`config.mk`:
```
export PLATFORM = sky130hd
export DESIGN_NAME = fetch_stage_flat
export DESIGN_NICKNAME = d
export VERILOG_FILES = /design/src/rtl/cpu_pkg.sv /design/src/rtl/fetch_stage_if.sv /design/src/rtl/fetch_stage_if_id_reg.sv /design/src/rtl/fetch_stage.sv /design/src/flat_wrapper.sv
export SDC_FILE = /design/constraint.sdc
export NUM_CORES = 1
export LEC_CHECK = 0
export ABC_AREA = 1
export BUFFER_PORTS_ARGS = -buffer_cell sky130_fd_sc_hd__buf_4
export CAP_MARGIN = 40
export CORE_ASPECT_RATIO = 1.5
export CORE_UTILIZATION = 50
export CTS_CLUSTER_DIAMETER = 50
export DETAILED_ROUTE_END_ITERATION = 7
export PLACE_DENSITY = 0.75
export SLEW_MARGIN = 30
export SYNTH_ARGS = -nofsm -noshare
export SYNTH_HDL_FRONTEND = slang
export SYNTH_SLANG_ARGS = --single-unit
```
`constraint.sdc`:
```
create_clock -name Clk -period 2.9 [get_ports Clk]
set_input_delay 0.58 -clock Clk [delete_from_list [all_inputs] [get_ports Clk]]
set_output_delay 0.58 -clock Clk [all_outputs]
set_load 0.05 [all_outputs]
```
`src/rtl/cpu_pkg.sv`:
```
`default_nettype none
// ============================================================================
//  Module   : cpu_pkg
//  Purpose  : Shared widths, constants and fetch-state encoding for the
//             pipelined CPU front end.
//  Revision : 1.0  initial release
// ============================================================================
package cpu_pkg;

    localparam int          c_ADDR_W   = 32;
    localparam int          c_DATA_W   = 32;
    localparam logic [31:0] c_RESET_PC = 32'h0000_0000;
    localparam logic [31:0] c_NOP_INST = 32'h0000_0000;

    // Fetch sequencer states: issue request, await response, park a
    // response that arrived while decode was stalled.
    typedef enum logic [1:0] {
        S_REQ  = 2'd0,
        S_WAIT = 2'd1,
        S_HOLD = 2'd2
    } fetch_state_t;

endpackage
`default_nettype wire

```
`src/rtl/fetch_stage_if.sv`:
```
`default_nettype none
// ============================================================================
//  Module   : fetch_stage_if
//  Purpose  : Instruction-memory request/response bus between the fetch
//             stage (master) and instruction memory (slave).
//  Signals  : imem_req    - fetch request, memory always accepts
//             imem_addr   - fetch address
//             imem_rvalid - response valid, at least one cycle after request
//             imem_rdata  - fetched instruction
//  Revision : 1.0  initial release
// ============================================================================
interface fetch_stage_if
    import cpu_pkg::*;
#(
    parameter int ADDR_W = c_ADDR_W,
    parameter int DATA_W = c_DATA_W
) ();

    logic              imem_req;
    logic [ADDR_W-1:0] imem_addr;
    logic              imem_rvalid;
    logic [DATA_W-1:0] imem_rdata;

    modport master (
        output imem_req,
        output imem_addr,
        input  imem_rvalid,
        input  imem_rdata
    );

    modport slave (
        input  imem_req,
        input  imem_addr,
        output imem_rvalid,
        output imem_rdata
    );

endinterface
`default_nettype wire

```
`src/rtl/fetch_stage_if_id_reg.sv`:
```
`default_nettype none
// ============================================================================
//  Module   : if_id_reg
//  Purpose  : IF/ID pipeline register. Priority flush > hold > load > bubble.
//  Ports    : Clk, Reset (async, active-low)
//             load/flush/hold   - slot controls
//             load_addr/inst    - PC and instruction captured on load
//             Addr/Inst         - held PC and instruction
//             if_valid          - slot holds a real instruction
//  Revision : 1.0  initial release
// ============================================================================
module if_id_reg
    import cpu_pkg::*;
#(
    parameter int              ADDR_W   = c_ADDR_W,
    parameter int              DATA_W   = c_DATA_W,
    parameter logic [DATA_W-1:0] NOP_INST = DATA_W'(c_NOP_INST)
) (
    input  wire logic              Clk,
    input  wire logic              Reset,
    input  wire logic              load,
    input  wire logic              flush,
    input  wire logic              hold,
    input  wire logic [ADDR_W-1:0] load_addr,
    input  wire logic [DATA_W-1:0] load_inst,
    output logic      [ADDR_W-1:0] Addr,
    output logic      [DATA_W-1:0] Inst,
    output logic                   if_valid
);

    logic [ADDR_W-1:0] r_addr;
    logic [DATA_W-1:0] r_inst;
    logic              r_valid;

    // Bubbles keep the last Addr; only Inst and if_valid mark the slot empty.
    always_ff @(posedge Clk or negedge Reset) begin
        if (!Reset) begin
            r_addr  <= '0;
            r_inst  <= NOP_INST;
            r_valid <= 1'b0;
        end else if (flush) begin
            r_inst  <= NOP_INST;
            r_valid <= 1'b0;
        end else if (hold) begin
            r_addr  <= r_addr;
        end else if (load) begin
            r_addr  <= load_addr;
            r_inst  <= load_inst;
            r_valid <= 1'b1;
        end else begin
            r_inst  <= NOP_INST;
            r_valid <= 1'b0;
        end
    end

    assign Addr     = r_addr;
    assign Inst     = r_inst;
    assign if_valid = r_valid;

endmodule
`default_nettype wire

```
`src/rtl/fetch_stage.sv`:
```
`default_nettype none
// ============================================================================
//  Module   : fetch_stage
//  Purpose  : Instruction fetch plus IF/ID register. Owns the PC, keeps at
//             most one instruction-memory request outstanding, honours the
//             load-use stall and takes branch/jump redirects from decode.
//  Ports    : Clk, Reset (async, active-low)
//             stall_i                      - hold PC and IF/ID
//             redirect_valid/redirect_addr - taken branch/jump pulse + target
//             imem (master)                - instruction-memory bus
//             Addr/Inst/if_valid           - IF/ID contents to decode
//             pc_plus4                     - Addr + 4
//  Revision : 1.0  initial release
// ============================================================================
module fetch_stage
    import cpu_pkg::*;
#(
    parameter int                ADDR_W   = c_ADDR_W,
    parameter int                DATA_W   = c_DATA_W,
    parameter logic [ADDR_W-1:0] RESET_PC = ADDR_W'(c_RESET_PC),
    parameter logic [DATA_W-1:0] NOP_INST = DATA_W'(c_NOP_INST)
) (
    input  wire logic              Clk,
    input  wire logic              Reset,
    input  wire logic              stall_i,
    input  wire logic              redirect_valid,
    input  wire logic [ADDR_W-1:0] redirect_addr,
    fetch_stage_if.master          imem,
    output logic      [ADDR_W-1:0] Addr,
    output logic      [DATA_W-1:0] Inst,
    output logic                   if_valid,
    output logic      [ADDR_W-1:0] pc_plus4
);

    fetch_state_t      r_state, w_state_nxt;
    logic [ADDR_W-1:0] r_pc, w_pc_nxt;
    logic              r_discard, w_discard_nxt;
    logic [DATA_W-1:0] r_hold_buf, w_hold_buf_nxt;

    logic [ADDR_W-1:0] w_pc_inc;
    logic [ADDR_W-1:0] w_target;
    logic              w_req;
    logic [ADDR_W-1:0] w_req_addr;
    logic              w_load, w_flush, w_hold;
    logic [DATA_W-1:0] w_load_inst;

    assign w_pc_inc = r_pc + ADDR_W'(4);
    // Targets are forced onto a word boundary.
    assign w_target = redirect_addr & ~ADDR_W'(3);

    always_comb begin
        w_state_nxt    = r_state;
        w_pc_nxt       = r_pc;
        w_discard_nxt  = r_discard;
        w_hold_buf_nxt = r_hold_buf;
        w_req          = 1'b0;
        w_req_addr     = r_pc;
        w_load         = 1'b0;
        w_flush        = 1'b0;
        w_hold         = 1'b0;
        w_load_inst    = imem.imem_rdata;

        case (r_state)
            S_REQ: begin
                if (redirect_valid) begin
                    // Request already goes out with the old PC; its
                    // response is marked for discard.
                    w_req         = 1'b1;
                    w_flush       = 1'b1;
                    w_pc_nxt      = w_target;
                    w_discard_nxt = 1'b1;
                    w_state_nxt   = S_WAIT;
                end else if (stall_i) begin
                    w_hold        = 1'b1;
                end else begin
                    w_req         = 1'b1;
                    w_state_nxt   = S_WAIT;
                end
            end

            S_WAIT: begin
                if (redirect_valid) begin
                    w_flush  = 1'b1;
                    w_pc_nxt = w_target;
                    if (imem.imem_rvalid) begin
                        // Outstanding response retires now, nothing
                        // left to discard.
                        w_discard_nxt = 1'b0;
                        w_state_nxt   = S_REQ;
                    end else begin
                        w_discard_nxt = 1'b1;
                    end
                end else if (imem.imem_rvalid && r_discard) begin
                    w_discard_nxt = 1'b0;
                    w_state_nxt   = S_REQ;
                    w_hold        = stall_i;
                end else if (imem.imem_rvalid && stall_i) begin
                    w_hold_buf_nxt = imem.imem_rdata;
                    w_hold         = 1'b1;
                    w_state_nxt    = S_HOLD;
                end else if (imem.imem_rvalid) begin
                    // Back-to-back: next request overlaps the IF/ID load.
                    w_load     = 1'b1;
                    w_pc_nxt   = w_pc_inc;
                    w_req      = 1'b1;
                    w_req_addr = w_pc_inc;
                end else begin
                    w_hold = stall_i;
                end
            end

            S_HOLD: begin
                if (redirect_valid) begin
                    w_flush     = 1'b1;
                    w_pc_nxt    = w_target;
                    w_state_nxt = S_REQ;
                end else if (stall_i) begin
                    w_hold = 1'b1;
                end else begin
                    w_load      = 1'b1;
                    w_load_inst = r_hold_buf;
                    w_pc_nxt    = w_pc_inc;
                    w_state_nxt = S_REQ;
                end
            end

            default: begin
                w_state_nxt = S_REQ;
            end
        endcase
    end

    always_ff @(posedge Clk or negedge Reset) begin
        if (!Reset) begin
            r_state    <= S_REQ;
            r_pc       <= RESET_PC;
            r_discard  <= 1'b0;
            r_hold_buf <= NOP_INST;
        end else begin
            r_state    <= w_state_nxt;
            r_pc       <= w_pc_nxt;
            r_discard  <= w_discard_nxt;
            r_hold_buf <= w_hold_buf_nxt;
        end
    end

    // Reset is in REQ, but no request may be visible until reset releases.
    assign imem.imem_req  = w_req & Reset;
    assign imem.imem_addr = w_req_addr;

    if_id_reg #(
        .ADDR_W   (ADDR_W),
        .DATA_W   (DATA_W),
        .NOP_INST (NOP_INST)
    ) u_if_id_reg (
        .Clk       (Clk),
        .Reset     (Reset),
        .load      (w_load),
        .flush     (w_flush),
        .hold      (w_hold),
        .load_addr (r_pc),
        .load_inst (w_load_inst),
        .Addr      (Addr),
        .Inst      (Inst),
        .if_valid  (if_valid)
    );

    assign pc_plus4 = Addr + ADDR_W'(4);

    // A response is only legal while a request is outstanding.
    a_rvalid_in_wait : assert property (
        @(posedge Clk) disable iff (!Reset)
        imem.imem_rvalid |-> (r_state == S_WAIT)
    );

endmodule
`default_nettype wire
```
`src/flat_wrapper.sv`:
```
// flat-port wrapper written by rule: the top's interface ports become plain ports
module fetch_stage_flat import cpu_pkg::*;
#(
    parameter int                ADDR_W   = c_ADDR_W,
    parameter int                DATA_W   = c_DATA_W,
    parameter logic [ADDR_W-1:0] RESET_PC = ADDR_W'(c_RESET_PC),
    parameter logic [DATA_W-1:0] NOP_INST = DATA_W'(c_NOP_INST)
)
  (Clk, Reset, stall_i, redirect_valid, redirect_addr, Addr, Inst, if_valid, pc_plus4, imem_imem_req, imem_imem_addr, imem_imem_rvalid, imem_imem_rdata);
  fetch_stage_if #(.ADDR_W(ADDR_W), .DATA_W(DATA_W)) imem_i ();
  input  wire logic Clk;
  input  wire logic Reset;
  input  wire logic stall_i;
  input  wire logic redirect_valid;
  input  wire logic [ADDR_W-1:0] redirect_addr;
  output logic      [ADDR_W-1:0] Addr;
  output logic      [DATA_W-1:0] Inst;
  output logic if_valid;
  output logic      [ADDR_W-1:0] pc_plus4;
  output wire logic [$bits(imem_i.imem_req)-1:0] imem_imem_req;
  output wire logic [$bits(imem_i.imem_addr)-1:0] imem_imem_addr;
  input wire logic [$bits(imem_i.imem_rvalid)-1:0] imem_imem_rvalid;
  input wire logic [$bits(imem_i.imem_rdata)-1:0] imem_imem_rdata;
  assign imem_imem_req = imem_i.imem_req;
  assign imem_imem_addr = imem_i.imem_addr;
  assign imem_i.imem_rvalid = imem_imem_rvalid;
  assign imem_i.imem_rdata = imem_imem_rdata;
  fetch_stage #(.ADDR_W(ADDR_W), .DATA_W(DATA_W), .RESET_PC(RESET_PC), .NOP_INST(NOP_INST)) u_core (.Clk(Clk), .Reset(Reset), .stall_i(stall_i), .redirect_valid(redirect_valid), .redirect_addr(redirect_addr), .imem(imem_i), .Addr(Addr), .Inst(Inst), .if_valid(if_valid), .pc_plus4(pc_plus4));
endmodule
```
==> results summary, run 1 <==
The number of buffers inserted by port buffering is 190. After layout, the worst path uses 101% of the clock period. The layout cell share with drive strength beyond 1 is 29.5%. Of the total synthesized cell area, the portion taken by AND, OR, NAND and NOR gates is 27.9%. The number of hold buffers added after cts came out at 0. The worst setup path is launched from a flop. The clock period minus worst slack is 2930 ps. Setup repair after global routing could not meet its margin everywhere.

The residual DRC count came out at 0. The all-layer global routing usage is 32.7%. The overall overflow remaining after global route came out at 0.

The maximum ir drop on the vdd rail came out at 0.748 mV. Once routing completed, OpenROAD measured the worst setup slack at -25.2 ps. The worst pin sits at a relative slew slack of roughly 49%. The post-synthesis cell count is approximately 1200. The worst setup path is captured at a primary output. The number of rows in the core area is 57.

The kind of critical path is reg -> out. The clock reaches the later pin of the worst-skew pair after 420 ps. In this run the critical register-to-register path is launched from u_core.r_state[0]. In this run the count of I/O pins placed on the die edge is 199. The die is 107 um wide. The mux contribution to synthesized area came out at 0%.

The number of distinct library cells after synthesis is 46. The number of detailed-routing iterations run before antenna repair is 6. The number of enable-type register cells in the synthesized netlist came out at 0. The post-detailed-placement half-perimeter wirelength is 19000 um. Of all flip-flops after synthesis, the portion carrying an async set or reset was 100%.

By area, the combinational part of the netlist is dominated by simple AND/OR/NAND/NOR gates. For this run, the leading register cell type out of synthesis is dfrtp_1. The count of nets left with antenna violations once routing finished came out at 0. The clock buffer count from CTS came out at 17. The number of nets in the finished design came out at about 1500.

In this run the static leakage power is around 5.6 nW. For the pin with the worst max-slew slack, the measured transition is 761 ps. The placeable core region came out at about 16000 um^2. The largest net degree at the start of global routing came out at 129. The number of flip-flops and latches in the synthesized netlist is 128.

The post-synthesis cell area came out at 8270 um^2. The worst hold-check path type is in -> async. The final hold violation count is 0. Clock tree synthesis found a total of 128 sinks. The sequential cell area fraction in the yosys report came out at around 39%. The via count normalized by instance count is 5.46. The total number of H-tree levels is 4. The layout-stage area growth over the synthesis result came out at 38.3%. For the worst setup path, the data required time is 2320 ps. The antenna cell count is 0. The final reports fail on negative setup slack. The setup skew after layout is 17.4 ps. The root buffer cell chosen for the clock tree is clkbuf_16. Measured in cells, the most critical reg-to-reg path has a length of 8. The total setup violations reported at the end of the flow came out at 2. The endpoint arrival time on the critical path is 2350 ps. At the end of routability-driven placement, the weighted congestion stood at 0.968. The number of global-route vias before repair came out at approximately 8500. The floorplan step set the die height to 160 um.

The detailed-route wire length per cell came out at 16.9 um. Setup slack on the worst reg-to-reg path comes out at around 640 ps. The violation count after the first detailed-routing iteration came out at approximately 660. The end of the worst register-to-register path is u_core.u_if_id_reg.Inst[4]. The count of maximum capacitance violations is 0. The routed wire length is 27600 um. The synthesized netlist devotes around 18% of its cell area to compound gates. The initial core utilization is between 50% and 60%. The clock-pin slew on the worst setup and hold paths is 70 ps. The count of yosys warnings during synthesis is 0. The xor and xnor fraction of the mapped netlist area came out at 4.13%. The post-synthesis adder-cell area fraction is 0.908%.

The post-layout total power is 13.6 mW. The run finished, with violations left. The area enclosed by the die boundary came out at 17100 um^2. The total via count after detailed routing came out at approximately 8900. The peak fanout along the critical path came out at 4.

The mean instance size in the synthesized netlist is 6.94 um^2. The number of antenna violations at the first check in global routing came out at 0. The maximum buffer depth of the clock tree came out at 2.

The first-pass GRT wire length came out at ~43000 um. The timing-limited maximum frequency is 342 MHz. The number of pins exceeding their max-slew limit in the final report is 0.

TritonCTS built the clock tree. Power spread over the standard cell area amounts to 1190 nW/um^2. The post-placement worst setup slack came out at ~160 ps.
sequential cells by signal, indices dropped and copies added, names as in the netlist:
name                         flops
u_core.r_discard                 1
u_core.r_hold_buf               32
u_core.r_pc                     30
u_core.r_state                   2
u_core.u_if_id_reg.Addr         30
u_core.u_if_id_reg.Inst         32
u_core.u_if_id_reg.if_valid      1
how the worst max path moves through the flow:
stage / start / to / slack, ps / depth (start not counted)
2_1_floorplan: redirect_valid / imem_imem_addr[25] / -130 / 7
3_3_place_gp: stall_i / imem_imem_addr[19] / 160 / 12
3_5_place_dp: stall_i / imem_imem_addr[19] / 160 / 12
4_1_cts: u_core.u_if_id_reg.Addr[3] / pc_plus4[26] / -70 / 11
5_1_grt: u_core.u_if_id_reg.Addr[3] / pc_plus4[27] / -130 / 11
6_report: u_core.u_if_id_reg.Addr[3] / pc_plus4[27] / -30 / 11
layout make-up:
class	instances	area (um^2)
Clock buffer	19	443
Inverter	157	589
Multi-Input combinational cell	848	4680
Timing Repair Buffer	266	2110
Clock inverter	13	129
Sequential cell	128	3230
Tap cell	206	258
Fill cell	1391	4750
stage by stage:
step                      instances  TNS [ps]  hold slack (ps)  cell area [um^2]  utilization (%)
after global placement         1563         0              462             10100             62.3
after CTS                      1614      -407              342             11000             68.2
after global routing           1637     -1090              357             11400             70.7
after floorplan                1196      -721              284              8400                -
final                          1637     -38.2              241             11400             70.7
after detailed placement       1563         0              469             10100             62.3
logic make-up after synthesis:
family | count (synthesis)
XOR/XNOR | 39
buffers and inverters | 220
AND/OR/NAND/NOR | 528
adder cells (fa/ha/maj) | 6
other | 1
flip-flops | 128
AO/OA/AOI/OAI | 269
synth_stat cells (2+ instances only):
| cell type | n | area (um^2) |
|---|---|---|
| nand4_1 | 19 | 119 |
| o21ai_1 | 8 | 40.0 |
| a21oi_1 | 27 | 135 |
| buf_2 | 12 | 60.1 |
| nand2_2 | 5 | 31.3 |
| nand2_1 | 315 | 1180 |
| o211ai_1 | 4 | 30.0 |
| nor2_4 | 8 | 90.1 |
| buf_1 | 5 | 18.8 |
| clkbuf_1 | 35 | 131 |
| clkinv_1 | 2 | 7.51 |
| nand3_2 | 6 | 60.1 |
| and3_1 | 2 | 12.5 |
| nor4_1 | 3 | 18.8 |
| ha_1 | 6 | 75.1 |
| nor2_1 | 79 | 297 |
| o22ai_1 | 37 | 231 |
| xnor2_1 | 8 | 70.1 |
| inv_2 | 6 | 22.5 |
| nand3_1 | 58 | 290 |
| o21bai_1 | 2 | 15.0 |
| buf_6 | 2 | 22.5 |
| nor3_1 | 20 | 100 |
| nor2_2 | 7 | 43.8 |
| dfrtp_1 | 128 | 3200 |
| o31ai_1 | 2 | 15.0 |
| inv_1 | 149 | 559 |
| a31oi_1 | 2 | 12.5 |
| xor2_1 | 31 | 272 |
| o21ai_0 | 178 | 891 |
| nand3b_1 | 3 | 22.5 |
| buf_4 | 8 | 60.1 |
layout by cell type (no fill, tap or decap), types with 5 or more instances in the layout:
master / instances
nand2_1: 303
buf_4: 245
o21ai_0: 168
inv_1: 147
dfrtp_1: 109
nor2_1: 65
nand3_1: 47
o22ai_1: 37
a21oi_1: 27
xor2_1: 25
nor2_4: 23
nand4_1: 19
dfrtp_2: 19
clkbuf_16: 17
buf_6: 16
nand2_2: 14
o21ai_1: 13
nor3_1: 12
nand3_2: 12
inv_2: 8
nor3_2: 6
nor2_2: 6
conb_1: 6
nand3_4: 5
o21ai_2: 5
report_power, final:
part           switching, mW  internal, mW
sequential             0.876          2.48
clock                  0.879          1.22
combinational           5.59          2.54
total                   7.35          6.24
metal layers:
metal  track usage, %  wire [um]  vias to the layer above
met5                0          0                        -
met3             4.75       1800                       92
met2             56.3      14200                      387
li1                 -          -                     4307
met4             17.7       1300                        0
met1             38.9      10400                     4160
worst max-delay path, cell delays in order, from the launching register on:
cell and delay [ps]:
dfrtp_2 430, nand3_4 110, nor2_4 170, nand3_4 100, nor2_4 160, nand2_4 90, nor2_4 110, nand4_1 120
buf_4 170, nor2_4 140, xor2_4 150, buf_6 170
repair_timing:
item / 4_1_cts / 5_1_grt
gates resized for setup: 61 / 69
endpoints found under the setup margin: 21 / 35
setup buffers: 19 / 23
pin swaps: 13 / 24
Note: power is estimated with default switching activity, not from simulation.
==> run 2, diff against run 1 <==
- CELL_PAD_IN_SITES_DETAIL_PLACEMENT: default -> 1
- CELL_PAD_IN_SITES_GLOBAL_PLACEMENT: default -> 1
- CORE_UTILIZATION: 50 -> 41
- PLACE_DENSITY: 0.75 -> default
- PLACE_DENSITY_LB_ADDON: default -> 0.1
==> run 2 against run 1 <==
Sequential share of layout area fell by 0.36 points. Combinational power up 4.2%. Utilization decreased by 12 points. Sequential power hardly changed. Critical path type unchanged. The flow still finishes with violations (negative setup slack). Largest cell class unchanged. Largest power group unchanged.
==> results summary, run 2 (synthesis gave the netlist of run 1 again) <==
The multi-input logic area is 4700 um^2 (was 4680 um^2). The total setup violations reported at the end of the flow is 14 (was 2). The overall overflow remaining after global route is 0 (unchanged). The clock sink count is 128 (unchanged). The clock period minus worst slack was 2970 ps (was 2930 ps). The number of global-route vias before repair was 9542 (was 8486). The routability-driven placement congestion ratio came out at 0.903 (was 0.968). The post-detailed-placement half-perimeter wirelength came out at 21600 um (was 19000 um). Outcome: finished with violations (unchanged). The cell occurring most often along the worst timing path is nor2_4 (unchanged). The final hold violation count came to 0 (unchanged). The post-route worst setup slack is -70.5 ps (was -25.2 ps). The number of inserted filler cells in the final layout came out at 2498 (was 1391).

The worst hold-check path type was in -> async (unchanged). The remaining antenna violation count came to 0 (unchanged). The total via count after detailed routing is 9214 (was 8946). The horizontal die dimension is 118 um (was 107 um).

The kind of end point of the critical path is a primary output (unchanged). The number of buffer and inverter instances along the worst setup path came out at 2 (unchanged). The data required time of the critical path came out at 2320 ps (about the same). The die outline height is 176 um (was 160 um).

The number of antenna violations at the first check in global routing is 0 (unchanged). The leakage power came out at 5.65 nW (was 5.58 nW). The number of standard cells in the layout, taps in and fillers out is 1688 (was 1637). The endpoint arrival time on the critical path is 2390 ps (was 2350 ps).

The maximum buffer depth of the clock tree is 2 (unchanged). The commonest non-fill, non-tap cell in the layout was nand2_1 (unchanged). Commonest cells after routing, fill and taps aside: 307 x nand2_1, 237 x buf_4, 167 x o21ai_0, 148 x inv_1, 107 x dfrtp_1 (was 303 x nand2_1, 245 x buf_4, 168 x o21ai_0, 147 x inv_1, 109 x dfrtp_1). The clock-pin slew on the worst setup and hold paths is 60 ps (was 70 ps). The peak fanout along the critical path is 4 (unchanged).

The cell family contributing the most delay on the critical path is simple AND/OR/NAND/NOR gates (unchanged). The antenna cell count came out at 0 (unchanged). The count of maximum capacitance violations is 0 (unchanged). The maximum ir drop on the vdd rail is 0.642 mV (was 0.748 mV).

Setup repair after global routing missed its margin: yes (unchanged). The transition time of the tightest slew-check pin was 773 ps (was 761 ps). The number of buffers inserted by port buffering is 190 (unchanged).

The number of nets in the finished design is 1492 (was 1493). The CTS tree was built (unchanged). The number of detailed-routing iterations run before antenna repair came out at 4 (was 6).

The stage delay of the slowest cell on the critical path is 430 ps (about the same). The number of rows in the core area is 63 (was 57). The all-layer global routing usage was 31.1% (was 32.7%). The residual DRC count was 0 (unchanged).

The register-to-register setup slack is 440 ps (was 640 ps). The post-placement worst setup slack is 99.0 ps (was 156 ps). The area enclosed by the die boundary came out at 20800 um^2 (was 17100 um^2). The number of ports placed on the die boundary was 199 (unchanged). The clock latency of the later-clocked register in the worst-skew pair came out at 430 ps (was 420 ps). The sequential cell area in the final layout came out at 3230 um^2 (about the same). The number of pins exceeding their max-slew limit in the final report is 0 (unchanged). The start of the worst register-to-register path is u_core.r_state[0] (unchanged). The setup skew after layout came out at 11.4 ps (was 17.4 ps). The cell with the biggest individual delay on the critical path is dfrtp_2 (unchanged). The largest net degree at the start of global routing came out at 129 (unchanged). The final total negative setup slack came to -462 ps (was -38.2 ps). The clock buffer count from CTS came out at 17 (unchanged).

The routed wire length was 32400 um (was 27600 um). The number of cell instances on the worst register-to-register path is 8 (unchanged). The layout cell share with drive strength beyond 1 came out at 29.5% (about the same). The end of the worst register-to-register path was u_core.u_if_id_reg.Inst[5] (was u_core.u_if_id_reg.Inst[4]). The post-layout total power was 14.1 mW (was 13.6 mW). The via count normalized by instance count came out at 5.46 (about the same). The master cell of the clock root buffer is clkbuf_16 (unchanged). The timing-limited maximum frequency came out at 337 MHz (was 342 MHz).

Cell breakdown of the critical path: nand3_4 > nor2_4 > nand3_4 > nor2_4 > nand2_4 > nor2_4 > nand4_1 > buf_4 > nor2_4 > xor2_4 > buf_8 (was nand3_4 > nor2_4 > nand3_4 > nor2_4 > nand2_4 > nor2_4 > nand4_1 > buf_4 > nor2_4 > xor2_4 > buf_6). The worst max-slew margin expressed relative to the limit came out at 48.5% (was 49.3%). The final clock period utilization by the worst path came out at 102% (was 101%). The final core utilization is 58.6% (was 70.7%). The violation count after the first detailed-routing iteration is 612 (was 663).

The first-pass GRT wire length was 50200 um (was 43300 um). The number of hold buffers added after cts came out at 0 (unchanged). The kind of critical path is reg -> out (unchanged). The total number of H-tree levels is 4 (unchanged). The layout-stage area growth over the synthesis result came out at 40.2% (was 38.3%). The placeable core region is 19800 um^2 (was 16200 um^2). The number of cells after detailed placement came out at 1622 (was 1563). The detailed-route wire length per cell is 19.2 um (was 16.9 um). The initial core utilization was 41.8% (was 51.1%). Failing checks: negative setup slack (unchanged). The kind of start point of the critical path is a flop (unchanged). The power density of the placed cells came to 1220 nW/um^2 (was 1190 nW/um^2).
run 2: cell count changes in the layout (fill, tap and decap cells not counted), moves of 5 or more:
cell      before  now
buf_4        245  237
clkbuf_8       1    6
nand2_2       14    9
buf_6         16   22
nor2_4        23   18
run 2: power by group:
group | switching, mW | total, mW | internal, mW
sequential | 0.900 | 3.39 | 2.49
combinational | 5.88 | 8.47 | 2.59
clock | 0.794 | 2.27 | 1.48
total | 7.57 | 14.1 | 6.56
run 2: stage by stage:
| step | cell area (um^2) | hold WS [ps] |
|---|---|---|
| detailed placement | 10200 | 472 |
| finish | 11600 | 290 |
| global placement | 10200 | 461 |
| CTS | 11300 | 333 |
| floorplan | 8400 | 284 |
| global route | 11600 | 325 |
run 2: area by class of cell:
class	count	share of cell area, %
clock buffer	25	4.45
clock inverter	5	0.863
inverter	157	5.10
multi-input combinational	848	40.5
sequential	128	27.9
tap	260	2.81
timing repair buffer	265	18.4
run 2: how the worst max path moves through the flow:
| stage | from | end | slack [ps] | depth (start not counted) |
|---|---|---|---|---|
| after floorplan | redirect_valid | imem_imem_addr[25] | -130 | 7 |
| after global placement | stall_i | imem_imem_addr[19] | 120 | 12 |
| after detailed placement | stall_i | imem_imem_addr[19] | 100 | 12 |
| after CTS | u_core.u_if_id_reg.Addr[2] | pc_plus4[31] | -100 | 11 |
| after global routing | u_core.u_if_id_reg.Addr[2] | pc_plus4[27] | -190 | 11 |
| final | u_core.u_if_id_reg.Addr[2] | pc_plus4[27] | -70 | 11 |
run 2: layer usage:
metal	global-route usage, %	routed length (um)	vias up
met5	0	0	-
met4	15.5	1470	0
met3	4.81	1420	84
met2	56.5	17000	298
met1	35.2	12500	4531
li1	-	-	4301
run 2: worst reg2reg max path: stages (launching register included):
cell,delay [ps]
dfrtp_1,420
inv_1,100
ha_1,530
inv_2,170
nor2_2,160
nand2_2,110
buf_4,330
o21ai_0,340
o22ai_1,150
run 2: repair_timing:
action	CTS	global route
gates resized for setup	72	69
hold endpoints to repair	0	0
pin swaps	18	21
buffers inserted	23	13
setup endpoints to repair	29	32
==> run 3, diff against run 2 <==
- CORE_UTILIZATION: 41 -> 40
- clock period: 2.9 -> 3.7 ns (I/O delays scaled with it)
==> run 3 against run 2 <==
The flow now finishes without violations. Register-to-register slack improved by 710 ps. Worst setup slack gained 360 ps. Routed wire length down 8.5%. Largest power group unchanged. Highest routed layer unchanged.
==> results summary, run 3 (synthesis gave the netlist of run 1 again) <==
Outcome: finished clean (was finished with violations). The clock buffer count from CTS came out at 17 (unchanged). The number of global-route vias before repair came out at 8874 (was 9542). The power density of the placed cells came out at 984 nW/um^2 (was 1220 nW/um^2).

The remaining antenna violation count is 0 (unchanged). The kind of critical path was reg -> out (unchanged). Setup repair after global routing missed its margin: no (was yes). The area after detailed placement was 9880 um^2 (was 10200 um^2). The die outline height is 178 um (was 176 um). The number of cells after detailed placement is 1603 (was 1622). The kind of start point of the critical path is a flop (unchanged). The number of buffers inserted by port buffering is 190 (unchanged). The initial core utilization came out at 40.7% (was 41.8%). The final total negative setup slack is 0 ps (was -462 ps). The routed wire length came out at 29600 um (was 32400 um). The routability-driven placement congestion ratio is 0.913 (was 0.903). The number of detailed-routing iterations run before antenna repair came out at 5 (was 4). The number of nets in the finished design is 1433 (was 1492). The count of maximum capacitance violations is 0 (unchanged).

The layout cell share with drive strength beyond 1 is 19.8% (was 29.5%). The number of hold buffers added after cts is 0 (unchanged). The residual DRC count is 0 (unchanged).

The worst max-slew margin expressed relative to the limit came out at 47.5% (was 48.5%). The final hold violation count came out at 0 (unchanged). The total number of H-tree levels is 4 (unchanged).

The post-detailed-placement half-perimeter wirelength is 21200 um (was 21600 um). The placeable core region came out at 20300 um^2 (was 19800 um^2). Commonest cells after routing, fill and taps aside: 314 x nand2_1, 205 x buf_4, 178 x o21ai_0, 149 x inv_1, 128 x dfrtp_1 (was 307 x nand2_1, 237 x buf_4, 167 x o21ai_0, 148 x inv_1, 107 x dfrtp_1).

The number of inserted filler cells in the final layout came to 2657 (was 2498). The total via count after detailed routing was 8741 (was 9214). The number of rows in the core area came out at 64 (was 63). The violation count after the first detailed-routing iteration was 487 (was 612). The worst hold-check path type is in -> async (unchanged). The commonest non-fill, non-tap cell in the layout is nand2_1 (unchanged).

The detailed-route wire length per cell came to 18.1 um (was 19.2 um). The via count normalized by instance count is 5.35 (was 5.46). The first-pass GRT wire length came out at 46800 um (was 50200 um). The horizontal die dimension is 119 um (was 118 um). The kind of end point of the critical path is a primary output (unchanged). The final standard cell area without fillers came out at 10500 um^2 (was 11600 um^2).

The master cell of the clock root buffer is clkbuf_16 (unchanged). The antenna cell count is 0 (unchanged). The largest net degree at the start of global routing is 129 (unchanged). The maximum buffer depth of the clock tree is 2 (unchanged). The area enclosed by the die boundary is 21300 um^2 (was 20800 um^2).

The leakage power came out at 5.17 nW (was 5.65 nW). The post-cts sizing count came out at 0 (was 72). The number of standard cells in the layout, taps in and fillers out is 1635 (was 1688). The final clock period utilization by the worst path is 92.2%. The data required time of the critical path came to 2960 ps (was 2320 ps).

The layout-stage area growth over the synthesis result is 27.1% (was 40.2%). The maximum ir drop on the vdd rail came out at 0.515 mV (was 0.642 mV). The all-layer global routing usage is 28.6% (was 31.1%). The clock period minus worst slack came out at 3410 ps. The total setup violations reported at the end of the flow came out at 0 (was 14). The overall overflow remaining after global route is 0 (unchanged).

The number of setup buffers added after CTS came out at 0 (was 23). The number of pins exceeding their max-slew limit in the final report was 0 (unchanged). The CTS tree is built (unchanged). The number of antenna violations at the first check in global routing came out at 0 (unchanged). Static timing analysis puts the maximum clock frequency at 293 MHz. The endpoint arrival time on the critical path came out at 2670 ps (was 2390 ps). The number of ports placed on the die boundary came out at 199 (unchanged). The clock latency of the later-clocked register in the worst-skew pair is 420 ps (was 430 ps). The transition time of the tightest slew-check pin is 780 ps (was 773 ps). The peak fanout along the critical path is 7 (was 4).

The setup skew after layout came out at 11.9 ps (was 11.4 ps). The clock-pin slew on the worst setup and hold paths is 60 ps (about the same). The clock sink count is 128 (unchanged).
-- run 3: worst paths after layout --
path                                       start                          end  slack, ps  cells past startpoint
max                               u_core.r_pc[2]           imem_imem_addr[16]        290                      9
min reg2reg                u_core.r_hold_buf[27]        u_core.r_hold_buf[27]        480                      2
max in group asynchronous                  Reset  u_core.u_if_id_reg.Addr[22]       2680                      2
min in group Clk           u_core.r_hold_buf[27]        u_core.r_hold_buf[27]        480                      2
min                                        Reset         u_core.r_hold_buf[5]        460                      2
max reg2reg                    u_core.r_state[0]  u_core.u_if_id_reg.Inst[28]       1150                      8
-- run 3: final cells by class --
class	count	area [um^2]	area share, %
clock inverters	4	95.1	0.905
inverters	157	592	5.63
well taps	264	330	3.14
multi-input cells	848	4200	40.0
flip-flops and latches	128	3200	30.5
repair buffers	206	1560	14.8
clock buffers	28	527	5.01
-- run 3: metrics by stage --
| stage | setup WS [ps] | power [mW] | util (%) | hold WS, ps |
|---|---|---|---|---|
| 6_report | 288 | 10.3 | 51.7 | 460 |
| 5_1_grt | 71.1 | 11.0 | 51.7 | 510 |
| 4_1_cts | 235 | 10.4 | 51.7 | 484 |
| 3_5_place_dp | 399 | 8.54 | 48.6 | 469 |
| 3_3_place_gp | 439 | 8.42 | 48.6 | 462 |
| 2_1_floorplan | 165 | 6.61 | - | 444 |
-- run 3: worst max-delay path, stage by stage (launching register included) --
cell,delay (ps)
dfrtp_1,450
ha_1,250
nand2_1,130
nor2_4,270
nand2_1,150
nor3_2,200
nand2_1,130
o211ai_1,220
o21ai_0,200
buf_4,240
-- run 3: power by group --
group / switching [mW] / internal (mW) / leakage (nW)
Combinational: 4.28 / 1.68 / 3.22
Sequential: 0.666 / 1.93 / 1.65
Clock: 0.622 / 1.17 / 0.305
Total: 5.56 / 4.78 / 5.17
-- run 3: metal layers --
layer,global-route usage (%),wire [um],vias up
li1,-,-,4185
met1,32.8,11900,4269
met2,52.1,15600,231
met3,4.12,1200,56
met4,13.8,1010,0
met5,0,0,-
